$ cat src/rtl/line_draw_pkg.sv
// Shared types, register map and pixel packing for the line-drawing accelerator.
package line_draw_pkg;

   typedef enum logic [1:0] {
      ST_IDLE = 2'd0,
      ST_INIT = 2'd1,
      ST_PLOT = 2'd2
   } state_e;

   localparam logic [3:0] REG_CTRL   = 4'd0;
   localparam logic [3:0] REG_P0     = 4'd1;
   localparam logic [3:0] REG_P1     = 4'd2;
   localparam logic [3:0] REG_BRIGHT = 4'd3;

   localparam int SCREEN_W = 160;
   localparam int SCREEN_H = 120;

   function automatic logic [31:0] pack_pixel(input logic [7:0] x,
                                              input logic [6:0] y,
                                              input logic [7:0] bright);
      return {1'b0, y, x, 8'd0, bright};
   endfunction

endpackage

$ cat src/rtl/line_draw_bresenham_step.sv
// One combinational Bresenham iteration: next x, y and error from the current point.
module bresenham_step #(
   parameter int ERR_W = 11
) (
   input  logic [7:0]              x_i,
   input  logic [6:0]              y_i,
   input  logic signed [ERR_W-1:0] err_i,
   input  logic signed [ERR_W-1:0] dx_i,
   input  logic signed [ERR_W-1:0] dy_i,
   input  logic                    sx_i,
   input  logic                    sy_i,
   output logic [7:0]              x_o,
   output logic [6:0]              y_o,
   output logic signed [ERR_W-1:0] err_o
);

   // One extra bit so 2*err never overflows the comparison.
   logic signed [ERR_W:0] e2_s;
   logic signed [ERR_W:0] dx_ext_s;
   logic signed [ERR_W:0] dy_ext_s;

   assign e2_s     = {err_i, 1'b0};
   assign dx_ext_s = {dx_i[ERR_W-1], dx_i};
   assign dy_ext_s = {dy_i[ERR_W-1], dy_i};

   // Both axis decisions use the pre-step error.
   always_comb begin
      x_o   = x_i;
      y_o   = y_i;
      err_o = err_i;
      if (e2_s >= dy_ext_s) begin
         err_o = err_o + dy_i;
         x_o   = sx_i ? (x_i + 8'd1) : (x_i - 8'd1);
      end else begin
         x_o   = x_i;
      end
      if (e2_s <= dx_ext_s) begin
         err_o = err_o + dx_i;
         y_o   = sy_i ? (y_i + 7'd1) : (y_i - 7'd1);
      end else begin
         y_o   = y_i;
      end
   end

endmodule

$ cat src/rtl/line_draw_avalon.sv
// Avalon-MM line-drawing accelerator: slave config port, Bresenham FSM, one master pixel write per point.
module line_draw_avalon
   import line_draw_pkg::*;
#(
   parameter int M_ADDR_W = 4,
   parameter int ERR_W    = 11
) (
   input  logic                clk,
   input  logic                reset_n,
   input  logic [3:0]          s_address,
   input  logic                s_read,
   output logic [31:0]         s_readdata,
   input  logic                s_write,
   input  logic [31:0]         s_writedata,
   output logic [M_ADDR_W-1:0] m_address,
   output logic                m_write,
   output logic [31:0]         m_writedata,
   input  logic                m_waitrequest
);

   state_e                 state_q;
   logic [7:0]             x0_q, x1_q, x_q, bright_q;
   logic [6:0]             y0_q, y1_q, y_q;
   logic                   busy_q, done_q, sx_q, sy_q;
   logic signed [ERR_W-1:0] dx_q, dy_q, err_q;
   logic                   m_write_q;
   logic [31:0]            m_writedata_q;

   logic [7:0]             x_d;
   logic [6:0]             y_d;
   logic signed [ERR_W-1:0] err_d;

   logic [7:0]             dx_mag_s;
   logic [6:0]             dy_mag_s;
   logic signed [ERR_W-1:0] dx_init_s, dy_init_s;
   logic                   cfg_wr_s, start_s, accept_s, last_s;
   logic                   unused_s;

   assign cfg_wr_s = s_write & ~busy_q;
   assign start_s  = cfg_wr_s & (s_address == REG_CTRL);
   assign accept_s = m_write_q & ~m_waitrequest;
   assign last_s   = (x_q == x1_q) && (y_q == y1_q);
   assign unused_s = ^{s_read, s_writedata[31], s_writedata[15:8]};

   assign m_address   = {M_ADDR_W{1'b0}};
   assign m_write     = m_write_q;
   assign m_writedata = m_writedata_q;

   // Line setup terms; coordinates are zero-extended before the signed math.
   always_comb begin
      dx_mag_s  = (x1_q >= x0_q) ? (x1_q - x0_q) : (x0_q - x1_q);
      dy_mag_s  = (y1_q >= y0_q) ? (y1_q - y0_q) : (y0_q - y1_q);
      dx_init_s = ERR_W'(dx_mag_s);
      dy_init_s = -(ERR_W'(dy_mag_s));
   end

   bresenham_step #(.ERR_W(ERR_W)) u_step (
      .x_i   (x_q),
      .y_i   (y_q),
      .err_i (err_q),
      .dx_i  (dx_q),
      .dy_i  (dy_q),
      .sx_i  (sx_q),
      .sy_i  (sy_q),
      .x_o   (x_d),
      .y_o   (y_d),
      .err_o (err_d)
   );

   // Zero-latency register readback.
   always_comb begin
      s_readdata = 32'd0;
      case (s_address)
         REG_CTRL:   s_readdata = {30'd0, done_q, busy_q};
         REG_P0:     s_readdata = {1'b0, y0_q, x0_q, 16'd0};
         REG_P1:     s_readdata = {1'b0, y1_q, x1_q, 16'd0};
         REG_BRIGHT: s_readdata = {24'd0, bright_q};
         default:    s_readdata = 32'd0;
      endcase
   end

   // Config registers, control FSM and registered master outputs.
   always_ff @(posedge clk or negedge reset_n) begin
      if (!reset_n) begin
         state_q       <= ST_IDLE;
         x0_q          <= 8'd0;
         y0_q          <= 7'd0;
         x1_q          <= 8'd0;
         y1_q          <= 7'd0;
         bright_q      <= 8'd0;
         busy_q        <= 1'b0;
         done_q        <= 1'b0;
         x_q           <= 8'd0;
         y_q           <= 7'd0;
         dx_q          <= '0;
         dy_q          <= '0;
         err_q         <= '0;
         sx_q          <= 1'b0;
         sy_q          <= 1'b0;
         m_write_q     <= 1'b0;
         m_writedata_q <= 32'd0;
      end else begin
         if (cfg_wr_s) begin
            case (s_address)
               REG_P0: begin
                  x0_q <= s_writedata[23:16];
                  y0_q <= s_writedata[30:24];
               end
               REG_P1: begin
                  x1_q <= s_writedata[23:16];
                  y1_q <= s_writedata[30:24];
               end
               REG_BRIGHT: bright_q <= s_writedata[7:0];
               default: ;
            endcase
         end

         case (state_q)
            ST_IDLE: begin
               if (start_s) begin
                  busy_q  <= 1'b1;
                  done_q  <= 1'b0;
                  state_q <= ST_INIT;
               end
            end
            ST_INIT: begin
               x_q           <= x0_q;
               y_q           <= y0_q;
               dx_q          <= dx_init_s;
               dy_q          <= dy_init_s;
               err_q         <= dx_init_s + dy_init_s;
               sx_q          <= (x0_q < x1_q);
               sy_q          <= (y0_q < y1_q);
               m_write_q     <= 1'b1;
               m_writedata_q <= pack_pixel(x0_q, y0_q, bright_q);
               state_q       <= ST_PLOT;
            end
            ST_PLOT: begin
               if (accept_s) begin
                  if (last_s) begin
                     m_write_q <= 1'b0;
                     busy_q    <= 1'b0;
                     done_q    <= 1'b1;
                     state_q   <= ST_IDLE;
                  end else begin
                     x_q           <= x_d;
                     y_q           <= y_d;
                     err_q         <= err_d;
                     m_writedata_q <= pack_pixel(x_d, y_d, bright_q);
                  end
               end
            end
            default: begin
               m_write_q <= 1'b0;
               busy_q    <= 1'b0;
               state_q   <= ST_IDLE;
            end
         endcase
      end
   end

endmodule

$ cat config.mk
export PLATFORM = sky130hd
export DESIGN_NAME = line_draw_avalon
export DESIGN_NICKNAME = d
export VERILOG_FILES = /design/src/rtl/line_draw_pkg.sv /design/src/rtl/line_draw_bresenham_step.sv /design/src/rtl/line_draw_avalon.sv
export SDC_FILE = /design/constraint.sdc
export NUM_CORES = 1
export LEC_CHECK = 0
export CAP_MARGIN = 15
export CELL_PAD_IN_SITES_DETAIL_PLACEMENT = 2
export CELL_PAD_IN_SITES_GLOBAL_PLACEMENT = 2
export CORE_MARGIN = 2
export CORE_UTILIZATION = 38
export CTS_CLUSTER_DIAMETER = 200
export DETAILED_ROUTE_END_ITERATION = 10
export GPL_ROUTABILITY_DRIVEN = 0
export PLACE_DENSITY = 0.9
export SLEW_MARGIN = 20
export SYNTH_ARGS = -nofsm -noshare
export SYNTH_HDL_FRONTEND = slang
export SYNTH_SLANG_ARGS = --single-unit
$ cat constraint.sdc
create_clock -name clk -period 9.25 [get_ports clk]
set_clock_uncertainty 0.1 [all_clocks]
set_input_delay 0.925 -clock clk [delete_from_list [all_inputs] [get_ports clk]]
set_output_delay 0.925 -clock clk [all_outputs]
set_load 0.03 [all_outputs]
==> impl.org, run 1 <==
** Setup path
- At the worst endpoint, the arrival time is slightly below 6 ns.
- Measured in cells, the most critical reg-to-reg path has a length of 18.
- Critical path's slowest cell :: sky130_fd_sc_hd__nor2_1
- The worst setup path is captured at a flip-flop.
- The worst setup path is launched from a flip-flop.
- Of all nets on the critical path, the largest fanout is 11.
- CP max stage delay :: a little under 0.8 ns
- Critical path class :: reg2reg
- The critical path goes through inv_1, ha_1, fa_1, nor2b_1, o21ai_0, a31oi_1, nor2_1, mux2i_1, ha_1, a21o_1, a21oi_1, o21bai_1, a21oi_1, nor2b_1, o311a_1, o32ai_1, xnor2_1, a211oi_2.
- Required time of the critical path :: 9.45 ns

** Final layout
- Fillcell total :: 2213
- The area growth from synthesis to layout is 15.60%.
- Fraction of final layout cells with drive strength greater than 1 :: between 10% and 20%
- Cells fill between 40% and 50% of the core in the end.
- For this run, the number of standard cells in the final layout without fillers is 1232.
- Number of antenna cells inserted :: 0
- At the end of the flow, the number of nets in the layout was about 1100.

** Floorplanning
- Core area :: 0.02109 mm^2
- Number of core rows :: 53
- The die is 150.9 um wide.
- In this run the vertical extent of the chip is 150.9 um.
- Starting density of the core :: between 30 and 40%
- Die area :: ~0.023 mm^2
- 110 I/O pins were placed.

** CTS
- In this run the number of H-tree levels came out at 3.
- Clock-pin slew was measured on the worst setup and hold paths at about 0.090 ns.
- Cts bufs inserted :: 9
- Post-CTS repair timing setup buffer count :: 0
- Worst skew pair latency :: 0.38 ns
- TritonCTS built the clock tree.
- CTS placed an instance of sky130_fd_sc_hd__clkbuf_16 at the clock tree root.
- The number of hold buffers added after CTS was 0.
- After clock tree synthesis, the repair step resized 0 gates.
- Clock Tree Buf Depth :: 2
- Number of clock sinks :: 98

** Routing
- Summing over every cut layer, the via total after detailed routing is ~7500.
- In this run the top signal layer used is met4.
- Count of nets left with antenna violations after detail routing :: 0
- Number of vias per cell :: a little over 6
- Wires add up to 34.80 mm.
- Metal2 WL :: around 18 mm
- Met1 routed wirelength after detailed routing :: 13.74 mm
- First-pass iteration count of the detailed router :: 5
- Routed length on met3 :: 1.346 mm
- In the routed design, unresolved DRC markers number 0.
- Average wire per standard cell :: 28.25 um
- Violation count after the first detailed-routing iteration :: 481

** Timing
- Measured against its own limit, the worst slew margin works out to 29.85%.
- Slew at the pin with the worst max-slew slack :: 1.052 ns
- Max Clk Rate :: 179.0 MHz
- The number of failing hold endpoints at the final stage came to 0.
- Setup violations remaining at the end of the flow were counted as 0.
- Setup slack closes at 3.663 ns.
- Setup total negative slack on the finished layout was measured at 0 ns.
- The count of final max-slew check failures is 0.
- Setup repair after global routing left no endpoint under its margin.
- The routed design could run at a clock period as short as around 5.6 ns.
- After layout, the worst path uses 60.40% of the clock period.

** Global route
- Entering global routing, the biggest net connects 65 pins.
- Summed over all layers, the global routing overflow is 0.
- The via count of the first global-routing pass came to 8638.
- Global routing used between 30% and 40% of the available tracks across all layers.
- The initial antenna violation count is 0.
- First-pass GRT wire length :: 53.35 mm

** Logic synthesis
- Of all flip-flops after synthesis, the portion carrying an async set or reset was 100.0%.
- Synth area leader :: sky130_fd_sc_hd__dfrtp_1
- Post-synthesis instance area :: 0.008199 mm^2
- During synthesis, Yosys emitted a total of 0 warnings.
- For this run, the leading register cell type out of synthesis is sky130_fd_sc_hd__dfrtp_1.
- EDFF count, synth :: 0
- Fraction of post-synthesis cell area in the top cell type by area :: between 20% and 30%
- After technology mapping, the gate count stands at 884.
- Syn_area_per_cell :: 9.275 um^2
- Most frequently used cell type in the post-synthesis netlist :: sky130_fd_sc_hd__dfrtp_1
- Synth cell count leaders :: sky130_fd_sc_hd__dfrtp_1 (98), sky130_fd_sc_hd__ha_1 (87), sky130_fd_sc_hd__inv_1 (81), sky130_fd_sc_hd__a21oi_1 (65), sky130_fd_sc_hd__mux2_2 (59)
- Sequential element share of the synthesized area :: 29.91%
- Synthesis inferred 98 register bits.
- Count of different cell masters after synthesis :: 73
- Synth top area cells :: sky130_fd_sc_hd__dfrtp_1 (30%), sky130_fd_sc_hd__ha_1 (13%), sky130_fd_sc_hd__mux2_2 (8.1%)

** Placement
- Detailed placement ended at an HPWL of about 23 mm.
- Port-buffer cells :: 77
- Placed Cells :: 1216
- Worst-case setup slack after placement :: 4.167 ns

** Power and ir drop
- Post-route total power :: 2.270 mW
- In this run the power density over the cells is between 200 and 250 mW/mm^2.
- VDD IR max :: 0.1134 mV
- For this design the static power due to leakage is between 4 and 5 nW.

** Status
- The flow ran to the end, and the final reports show no timing, DRC or antenna violations.

** Min path
- In this run the worst hold path is classified as in2async.

** Job
- Count of max-cap constraint violations :: 0
==> placed cells by master (no fill, tap or decap), types with 42 or more instances in the layout <==
cell type,n
sky130_fd_sc_hd__inv_1,81
sky130_fd_sc_hd__nand2_1,45
sky130_fd_sc_hd__a21oi_1,65
sky130_fd_sc_hd__o21ai_0,44
sky130_fd_sc_hd__nor2_1,47
sky130_fd_sc_hd__ha_1,87
sky130_fd_sc_hd__clkdlybuf4s50_1,76
sky130_fd_sc_hd__xnor2_1,42
sky130_fd_sc_hd__mux2_2,59
sky130_fd_sc_hd__dfrtp_1,98
==> sequential cells by signal (all words and copies together), names as in the netlist <==
register     count
m_writedata     10
x1_q             8
sy_q             1
state_q          2
x_q              7
y0_q             7
dy_q            11
done_q           1
m_write          1
bright_q         8
busy_q           1
err_q           11
sx_q             1
y1_q             7
y_q              6
x0_q             8
dx_q             8
==> layout make-up <==
type / instances / area, um^2 / area share (%)
clock buffers: 11 / 252.7 / 2.667
clock inverters: 5 / 42.54 / 0.4488
inverters: 81 / 304.0 / 3.208
multi-input cells: 680 / 5276 / 55.67
flip-flops and latches: 98 / 2452 / 25.87
well taps: 275 / 344.1 / 3.630
repair buffers: 82 / 805.8 / 8.502
==> stage by stage <==
step                      area (um^2)  hold WS (ns)
after floorplan                  8278        0.3811
after global placement           9176        0.3886
after detailed placement         9176        0.4024
after CTS                        9472        0.4048
after global routing             9478        0.4290
final                            9478        0.3911
==> report_power, final <==
group,internal [mW],leakage [nW],switching (mW)
Sequential,0.466,1.21,0.0785
Combinational,0.503,2.83,0.814
Clock,0.202,0.143,0.207
==> layer usage <==
metal  GRT usage (%)  up-vias
met5               0        -
met4           17.38        0
met3           4.669      122
met2           55.34      278
met1           36.91     3916
li1                -     3230
==> critical path: cells and delay by family, from the launching register on <==
family	cells	cell delay, ns
flops	1	0.49
compound gates	9	2.20
fa+ha+maj	3	0.89
buf+inv	1	0.14
mux	1	0.56
simple gates	3	0.98
xor+xnor	1	0.14
==> cell families after synthesis <==
logic type	Yosys count	synth area share [%]
xor gates and xnor gates	60	6.501
buffers and inverters	127	6.913
adders and majority gates	96	15.47
other	1	0.04574
DFF	98	29.91
AOI/OAI and AO/OA	241	19.40
muxes	73	9.812
and+or+nand+nor	188	11.95
==> path summary, 6_finish.rpt <==
check	slack, ns	from	endpoint
max in group asynchronous	7.32	reset_n	m_writedata[1]$_DFFE_PN0P_
worst max register to register	3.66	x1_q[0]$_DFFE_PN0P_	err_q[9]$_DFFE_PN0P_
worst min register to register	0.44	m_writedata[5]$_DFFE_PN0P_	m_writedata[5]$_DFFE_PN0P_
worst max-delay path	3.66	x1_q[0]$_DFFE_PN0P_	err_q[9]$_DFFE_PN0P_
min in group clk	0.44	m_writedata[5]$_DFFE_PN0P_	m_writedata[5]$_DFFE_PN0P_
worst min-delay path	0.39	reset_n	y_q[2]$_DFFE_PN0P_
Power figures use the tool's default switching activity.
==> inputs of run 2 (changes only) <==
- CORE_UTILIZATION: 38 -> 32
- PLACE_DENSITY: 0.9 -> 0.81
- clock period: 9.25 -> 4.6 ns (I/O delays scaled with it)
==> impl.org, run 2 (same netlist as run 1, synthesis figures left out) <==
** Status
- The run finished with clean final reports.

** Global route
- First-pass GRT wire length :: 43.57 mm
- Number of antenna violations at the first check in global routing :: 0
- The via count of the first global-routing pass is ~7900.
- Maximum number of pins on one net before global-route repair :: 63
- Across every metal layer, demand over resource in global routing totals 20.86%.
- Total gr overflow :: 0

** Timing
- The count of final max-slew check failures was 0.
- Period utilization :: between 90% and 100%
- Final setup vio count :: 0
- Across all hold checks on the routed design, the worst slack comes to 0.09092 ns.
- Number of failing hold endpoints at the final stage :: 0
- Max Clk Rate :: about 230 MHz
- Worst relative slew slack :: 39.72%
- After layout, the minimum clock period comes to 4.385 ns.
- Slew at the pin with the worst max-slew slack :: 0.9021 ns

** Placement
- Port-buffer cells :: 77
- DPL Wire Length :: 21.07 mm
- After detailed placement, the total cell area comes to 0.009530 mm^2.

** Final layout
- The final layout contains ~1100 nets.
- Number of antenna cells inserted :: 0
- Area of the multi-input gates :: 0.005364 mm^2
- Area used by sequential logic in the layout :: 0.002454 mm^2
- For this run, the share of the core covered by cells in the final layout is 39.49%.
- Fillcell total :: 2779
- Most common library cell in the layout ignoring fill and taps :: sky130_fd_sc_hd__dfrtp_1
- In the final layout, the share of cells above drive strength 1 is 15.68%.
- Commonest non-fill, non-tap cells in the layout :: sky130_fd_sc_hd__dfrtp_1 (97), sky130_fd_sc_hd__ha_1 (85), sky130_fd_sc_hd__inv_1 (81), sky130_fd_sc_hd__clkdlybuf4s50_1 (76), sky130_fd_sc_hd__a21oi_1 (62)
- The finished cells cover 0.009943 mm^2.
- Area growth syn-to-layout :: 21.27%

** Routing
- Detailed-route wire length :: 27.28 mm
- Number of vias per cell :: 5.288
- The routed layout has 7006 vias.
- Once detail routing completed, the nets flagged for antenna violations numbered 0.
- First-pass iteration count of the detailed router :: 4
- Remaining design rule violation count :: 0
- Average wire per standard cell :: 20.59 um
- Violation count after the first detailed-routing iteration :: 211

** CTS
- TritonCTS built the clock tree.
- In this run the number of H-tree levels came out at 3.
- Number of clock sinks :: 98
- In this run the clock root is driven by a sky130_fd_sc_hd__clkbuf_16.
- Cts bufs inserted :: 9
- CTS clk-pin slew, worst paths :: 0.08 ns
- Worst skew pair latency :: between 0.3 and 0.4 ns
- In this run the deepest clock path goes through 2 buffers.

** Power and ir drop
- Cell internal power was estimated by the tool at 2.555 mW.
- In this run, the combinational gates consume 58.1% of the power.
- Power density over the cells :: 453.9 mW/mm^2
- Reported net switching power :: about 2 mW
- Net switching is a little over two fifths of the power.
- VDD IR max :: 0.2912 mV
- Leakage component of the power :: 4.382 nW
- Flop pwr share :: 23.1%
- Proportion of power drawn by the clock network :: 18.7%

** Setup path
- Of all nets on the critical path, the largest fanout is 3.
- STA puts the critical path data required time at ~4.8 ns.
- Series of cell instances along the critical path :: inv_1, ha_1, a21o_1, a21o_1, or3_1, o32a_1, mux2_2, ha_1, fa_2, a211oi_2, nor2_1, o21a_1, o21a_1, o21a_1, o21ai_2, o21bai_1, xnor2_1, o22a_1
- For flop-to-flop paths, the worst setup slack is 0.21 ns.
- The worst setup path is launched from a flip-flop.
- The number of buffers and inverters on the critical path is 1.
- For this run, the slowest stage of the critical path takes 0.38 ns.
- Origin of the worst setup path :: dy_q[9]$_DFFE_PN0P_
- The worst setup path is of the reg2reg kind.
- Reg-to-reg critical path startpoint :: dy_q[9]$_DFFE_PN0P_
- The cell that appears most often on the critical path is sky130_fd_sc_hd__o21a_1.
- The slowest stage of the critical path is the sky130_fd_sc_hd__fa_2 cell.
- The worst setup path is captured at a flip-flop.
- Broken down by cell family, the worst path's largest delay share belongs to compound AO/OA/AOI/OAI gates.
- For the worst setup path, the data arrival time is 4.54 ns.

** Floorplanning
- The initialized floorplan defines 58 standard-cell rows.
- The core region is 0.02518 mm^2.
- Die Wd :: 164.1 um
- Die Ht :: 164.1 um
- For this design the top-level I/O count stands at 110.
- The die covers 0.02692 mm^2.
- Starting density of the core :: 32.56%

** Job
- Max-cap violations in this run came to 0.

** Min path
- Tightest Hold Check Type :: in2async
-- run 2: worst register-to-register path: stages, from the launching register on --
cell and delay [ns]:
sky130_fd_sc_hd__dfrtp_1 0.36, sky130_fd_sc_hd__inv_1 0.06, sky130_fd_sc_hd__ha_1 0.30, sky130_fd_sc_hd__a21o_1 0.18
sky130_fd_sc_hd__a21o_1 0.19, sky130_fd_sc_hd__or3_1 0.30, sky130_fd_sc_hd__o32a_1 0.35, sky130_fd_sc_hd__mux2_2 0.31
sky130_fd_sc_hd__ha_1 0.24, sky130_fd_sc_hd__fa_2 0.38, sky130_fd_sc_hd__a211oi_2 0.27, sky130_fd_sc_hd__nor2_1 0.11
sky130_fd_sc_hd__o21a_1 0.19, sky130_fd_sc_hd__o21a_1 0.18, sky130_fd_sc_hd__o21a_1 0.18, sky130_fd_sc_hd__o21ai_2 0.14
sky130_fd_sc_hd__o21bai_1 0.15, sky130_fd_sc_hd__xnor2_1 0.09, sky130_fd_sc_hd__o22a_1 0.20
-- run 2: final timing paths --
path,endpoint,cells after the start
min reg2reg,m_writedata[2]$_DFFE_PN0P_,1
min in group clk,m_writedata[2]$_DFFE_PN0P_,1
max,err_q[10]$_DFFE_PN0P_,18
max in group asynchronous,x1_q[0]$_DFFE_PN0P_,2
max reg2reg,err_q[10]$_DFFE_PN0P_,18
min,y_q[1]$_DFFE_PN0P_,1
-- run 2: power by group through the flow --
| stage | Combinational [mW] | Clock (mW) | Sequential, mW |
|---|---|---|---|
| 2_1_floorplan | 1.78 | 0 | 1.03 |
| 3_3_place_gp | 2.34 | 0 | 1.05 |
| 3_5_place_dp | 2.46 | 0 | 1.06 |
| 4_1_cts | 2.50 | 0.873 | 1.04 |
| 5_1_grt | 2.91 | 0.894 | 1.06 |
| 6_report | 2.62 | 0.846 | 1.04 |
-- run 2: metal layers --
layer	global-route usage (%)	up-vias	part of all wire, %
met5	0	-	0
met3	2.222	20	1.9
li1	-	3306	-
met4	5.423	0	1.6
met2	37.49	85	52
met1	26.55	3595	45
-- run 2: per-stage QoR --
stage	power (mW)	TNS, ns	worst slack [ns]	std cells
floorplan	2.809	0	0.1212	905
global placement	3.391	0	0.1180	1309
detailed placement	3.516	0	0.04288	1309
CTS	4.416	0	0.01207	1325
global route	4.858	-0.01390	-0.01080	1325
finish	4.514	0	0.2148	1325
-- run 2: cell type report --
class	instances	area share (%)
timing repair buffer	120	10.97
inverter	81	3.058
tap	330	4.153
clock buffer	10	2.403
clock inverter	6	0.7928
sequential	98	24.68
multi-input combinational	680	53.94
-- run 2: what timing repair did --
item,CTS,global route
setup endpoints to repair,1,4
setup buffers,0,0
pin swaps,0,1
gates resized for setup,1,21
hold buffers,0,0
gates cloned,0,0
==> inputs of run 3 (changes only) <==
- CORE_ASPECT_RATIO: not set -> 0.5
- CTS_BUF_LIST: not set -> sky130_fd_sc_hd__clkbuf_4
==> impl.org, run 3 (same netlist as run 1, synthesis figures left out) <==
** Floorplanning
- Die Wd :: between 200 and 250 um
- Starting density of the core :: 32.55%
- Measured along the y axis, the die boundary spans 117.2 um.
- The total area inside the core boundary comes to about 0.025 mm^2.
- Number of core rows :: 41
- Number of ports placed on the die boundary :: 110
- Die area :: 0.02700 mm^2

** Timing
- Shortest clock period the worst path allows after layout :: 4.388 ns
- Headroom to the max-slew limit came out at 34.41%.
- In the post-route analysis, the smallest setup slack over all paths is 0.2118 ns.
- Setup violations remaining at the end of the flow were counted as 0.
- Period utilization :: roughly 95%
- Based on the critical path, the design can be clocked at up to between 200 and 250 MHz.
- At the pin with the least slew margin, the transition time is 0.9815 ns.
- Number of pins with negative max-slew slack in the final report :: 0
- Number of failing hold endpoints at the final stage :: 0

** Routing
- The final layout contains routed wiring with a total length of between 20 and 30 mm.
- The first routing iteration left 254 violations.
- Dividing the detail-routed wire length by the instance count gives 20.88 um.
- Using the TritonRoute via totals, the vias-per-cell ratio works out to 5.254.
- Count of nets left with antenna violations after detail routing :: 0
- First-pass iteration count of the detailed router :: 5
- After detailed routing, the number of remaining DRC violations is 0.
- For this block, the via count after detailed routing is about 7000.

** Final layout
- Fraction of final layout cells with drive strength greater than 1 :: 17.26%
- Final Net Count :: 1140
- Area growth syn-to-layout :: 21.26%
- Area used by sequential logic in the layout :: 0.002455 mm^2
- Area of the multi-input gates :: 0.005423 mm^2
- Number of antenna cells inserted :: 0
- Most common library cell in the layout ignoring fill and taps :: sky130_fd_sc_hd__dfrtp_1
- Fill cells in the final layout number 2756.
- Number of standard cells in the layout, taps in and fillers out :: 1352
- Post-layout utilization of the core :: 39.47%
- Commonest non-fill, non-tap cells in the layout :: sky130_fd_sc_hd__dfrtp_1 (96), sky130_fd_sc_hd__ha_1 (83), sky130_fd_sc_hd__inv_1 (80), sky130_fd_sc_hd__clkdlybuf4s50_1 (76), sky130_fd_sc_hd__a21oi_1 (62)
- After routing the design area is 0.009942 mm^2.

** CTS
- Counting along the longest clock path gives a buffer depth of 2.
- The tree built by TritonCTS fans out to 98 sinks.
- The H-tree was split into 3 levels.
- Counting the buffers created by CTS gives 9.
- CTS clk-pin slew, worst paths :: 0.18 ns
- The later pin in the worst-skew pair is clocked with a latency of 0.51 ns.
- TritonCTS built the clock tree.
- Cell at the root of the clock tree :: sky130_fd_sc_hd__clkbuf_4

** Placement
- After detailed placement, the total cell area comes to 0.009608 mm^2.
- Including well taps, the total number of placed cells is between 1000 and 1500.
- DPL Wire Length :: 22.15 mm
- Worst-case setup slack after placement :: -0.05093 ns
- Buffers placed on the I/O ports in this run total 77.

** Setup path
- The signal on the critical path passes through ha_1, fa_1, nor2b_1, o21ai_1, a31oi_2, nor2_2, or2_2, a32o_1, xor2_2, ha_1, inv_1, nor2_1, nor2_1, o21bai_1, a21oi_2, o21bai_1, a21o_1, a211oi_2, o22a_1.
- Nature of the critical path endpoint :: flip-flop
- Peak fanout along the critical path :: 5
- On the critical path, the stage with the largest delay is an instance of sky130_fd_sc_hd__dfrtp_2.
- Critical path startpoint category :: flip-flop
- The worst setup path is of the reg2reg kind.
- CP max stage delay :: approximately 0.49 ns
- For the worst setup path, the data required time is 4.95 ns.
- Top Family by Delay on Critical Path :: compound AO/OA/AOI/OAI gates
- Buffer and inverter count on the worst path :: 1
- Data arrival time of the critical path :: 4.74 ns

** Global route
- Total gr overflow :: 0
- Maximum number of pins on one net before global-route repair :: 63
- The first global-routing pass estimated about 45 mm of wire.
- Vias in the first global route :: 8001
- Number of antenna violations at the first check in global routing :: 0
- For this run, the total global-route usage over all layers was measured as 21.60%.

** Power and ir drop
- Switching share of power :: 46.95%
- Across the VDD grid, the largest voltage drop is 0.2111 mV.
- Reported net switching power :: approximately 1.9 mW
- Combinational logic burns 62.9% of the power.
- Power density over the cells :: 417.5 mW/mm^2
- Leakage component of the power :: 4.368 nW
- Flop pwr share :: 25.2%
- Internal power component :: 2.202 mW
- Proportion of power drawn by the clock network :: 12.0%

** Min path
- Tightest Hold Check Type :: reg2reg

** Job
- Count of max-cap constraint violations :: 0

** Status
- Run status :: completed
==> run 3: cell types whose count changed in the layout (fill, tap and decap cells not counted), sizes merged <==
cell	change
buf	+12
clkinv	+2
bufinv	-1
clkbuf	-1
dlygate4sd3	+1
==> run 3: final timing paths <==
| kind | depth (start not counted) | slack, ns | startpoint | endpoint |
|---|---|---|---|---|
| worst min register to register | 1 | 0.44 | m_writedata[5]$_DFFE_PN0P_ | m_writedata[5]$_DFFE_PN0P_ |
| max in group asynchronous | 3 | 2.86 | reset_n | x0_q[0]$_DFFE_PN0P_ |
| min in group asynchronous | 2 | 0.46 | reset_n | y_q[1]$_DFFE_PN0P_ |
| worst min-delay path | 1 | 0.44 | m_writedata[5]$_DFFE_PN0P_ | m_writedata[5]$_DFFE_PN0P_ |
| worst max-delay path | 19 | 0.21 | x0_q[0]$_DFFE_PN0P_ | err_q[10]$_DFFE_PN0P_ |
| worst max register to register | 19 | 0.21 | x0_q[0]$_DFFE_PN0P_ | err_q[10]$_DFFE_PN0P_ |
==> run 3: area by class of cell <==
cell class | count | area share, %
Clock buffer | 9 | 0.6796
Clock inverter | 7 | 0.7173
Inverter | 81 | 3.058
Multi-Input combinational cell | 680 | 54.54
Sequential cell | 98 | 24.69
Tap cell | 344 | 4.329
Timing Repair Buffer | 133 | 11.98
==> run 3: through the flow <==
step	power, mW	setup TNS [ns]	hold WS (ns)
6_report	4.151	0	0.4368
5_1_grt	4.471	-0.004788	0.4263
4_1_cts	4.102	0	0.4312
3_5_place_dp	3.541	-0.06314	0.4015
3_3_place_gp	3.391	0	0.3945
2_1_floorplan	2.809	0	0.06441
==> run 3: what timing repair did <==
action | 4_1_cts | 5_1_grt
gates resized for setup | 9 | 26
setup buffers | 2 | 2
pin swaps | 4 | 5
endpoints found under the setup margin | 3 | 4
hold buffers | 1 | 0
endpoints found under the hold margin | 54 | 0
==> run 3: power groups by stage <==
stage | Combinational [mW] | Clock, mW | Sequential [mW]
2_1_floorplan | 1.78 | 0 | 1.03
3_3_place_gp | 2.34 | 0 | 1.05
3_5_place_dp | 2.48 | 0 | 1.06
4_1_cts | 2.55 | 0.512 | 1.04
5_1_grt | 2.86 | 0.549 | 1.06
6_report | 2.61 | 0.496 | 1.05
==> run 3: layer usage <==
metal	vias up	GRT usage [%]	part of all wire, %
met5	-	0	0
li1	3330	-	-
met1	3613	27.30	45
met4	0	4.258	1.6
met3	32	2.592	2.8
met2	129	40.30	50
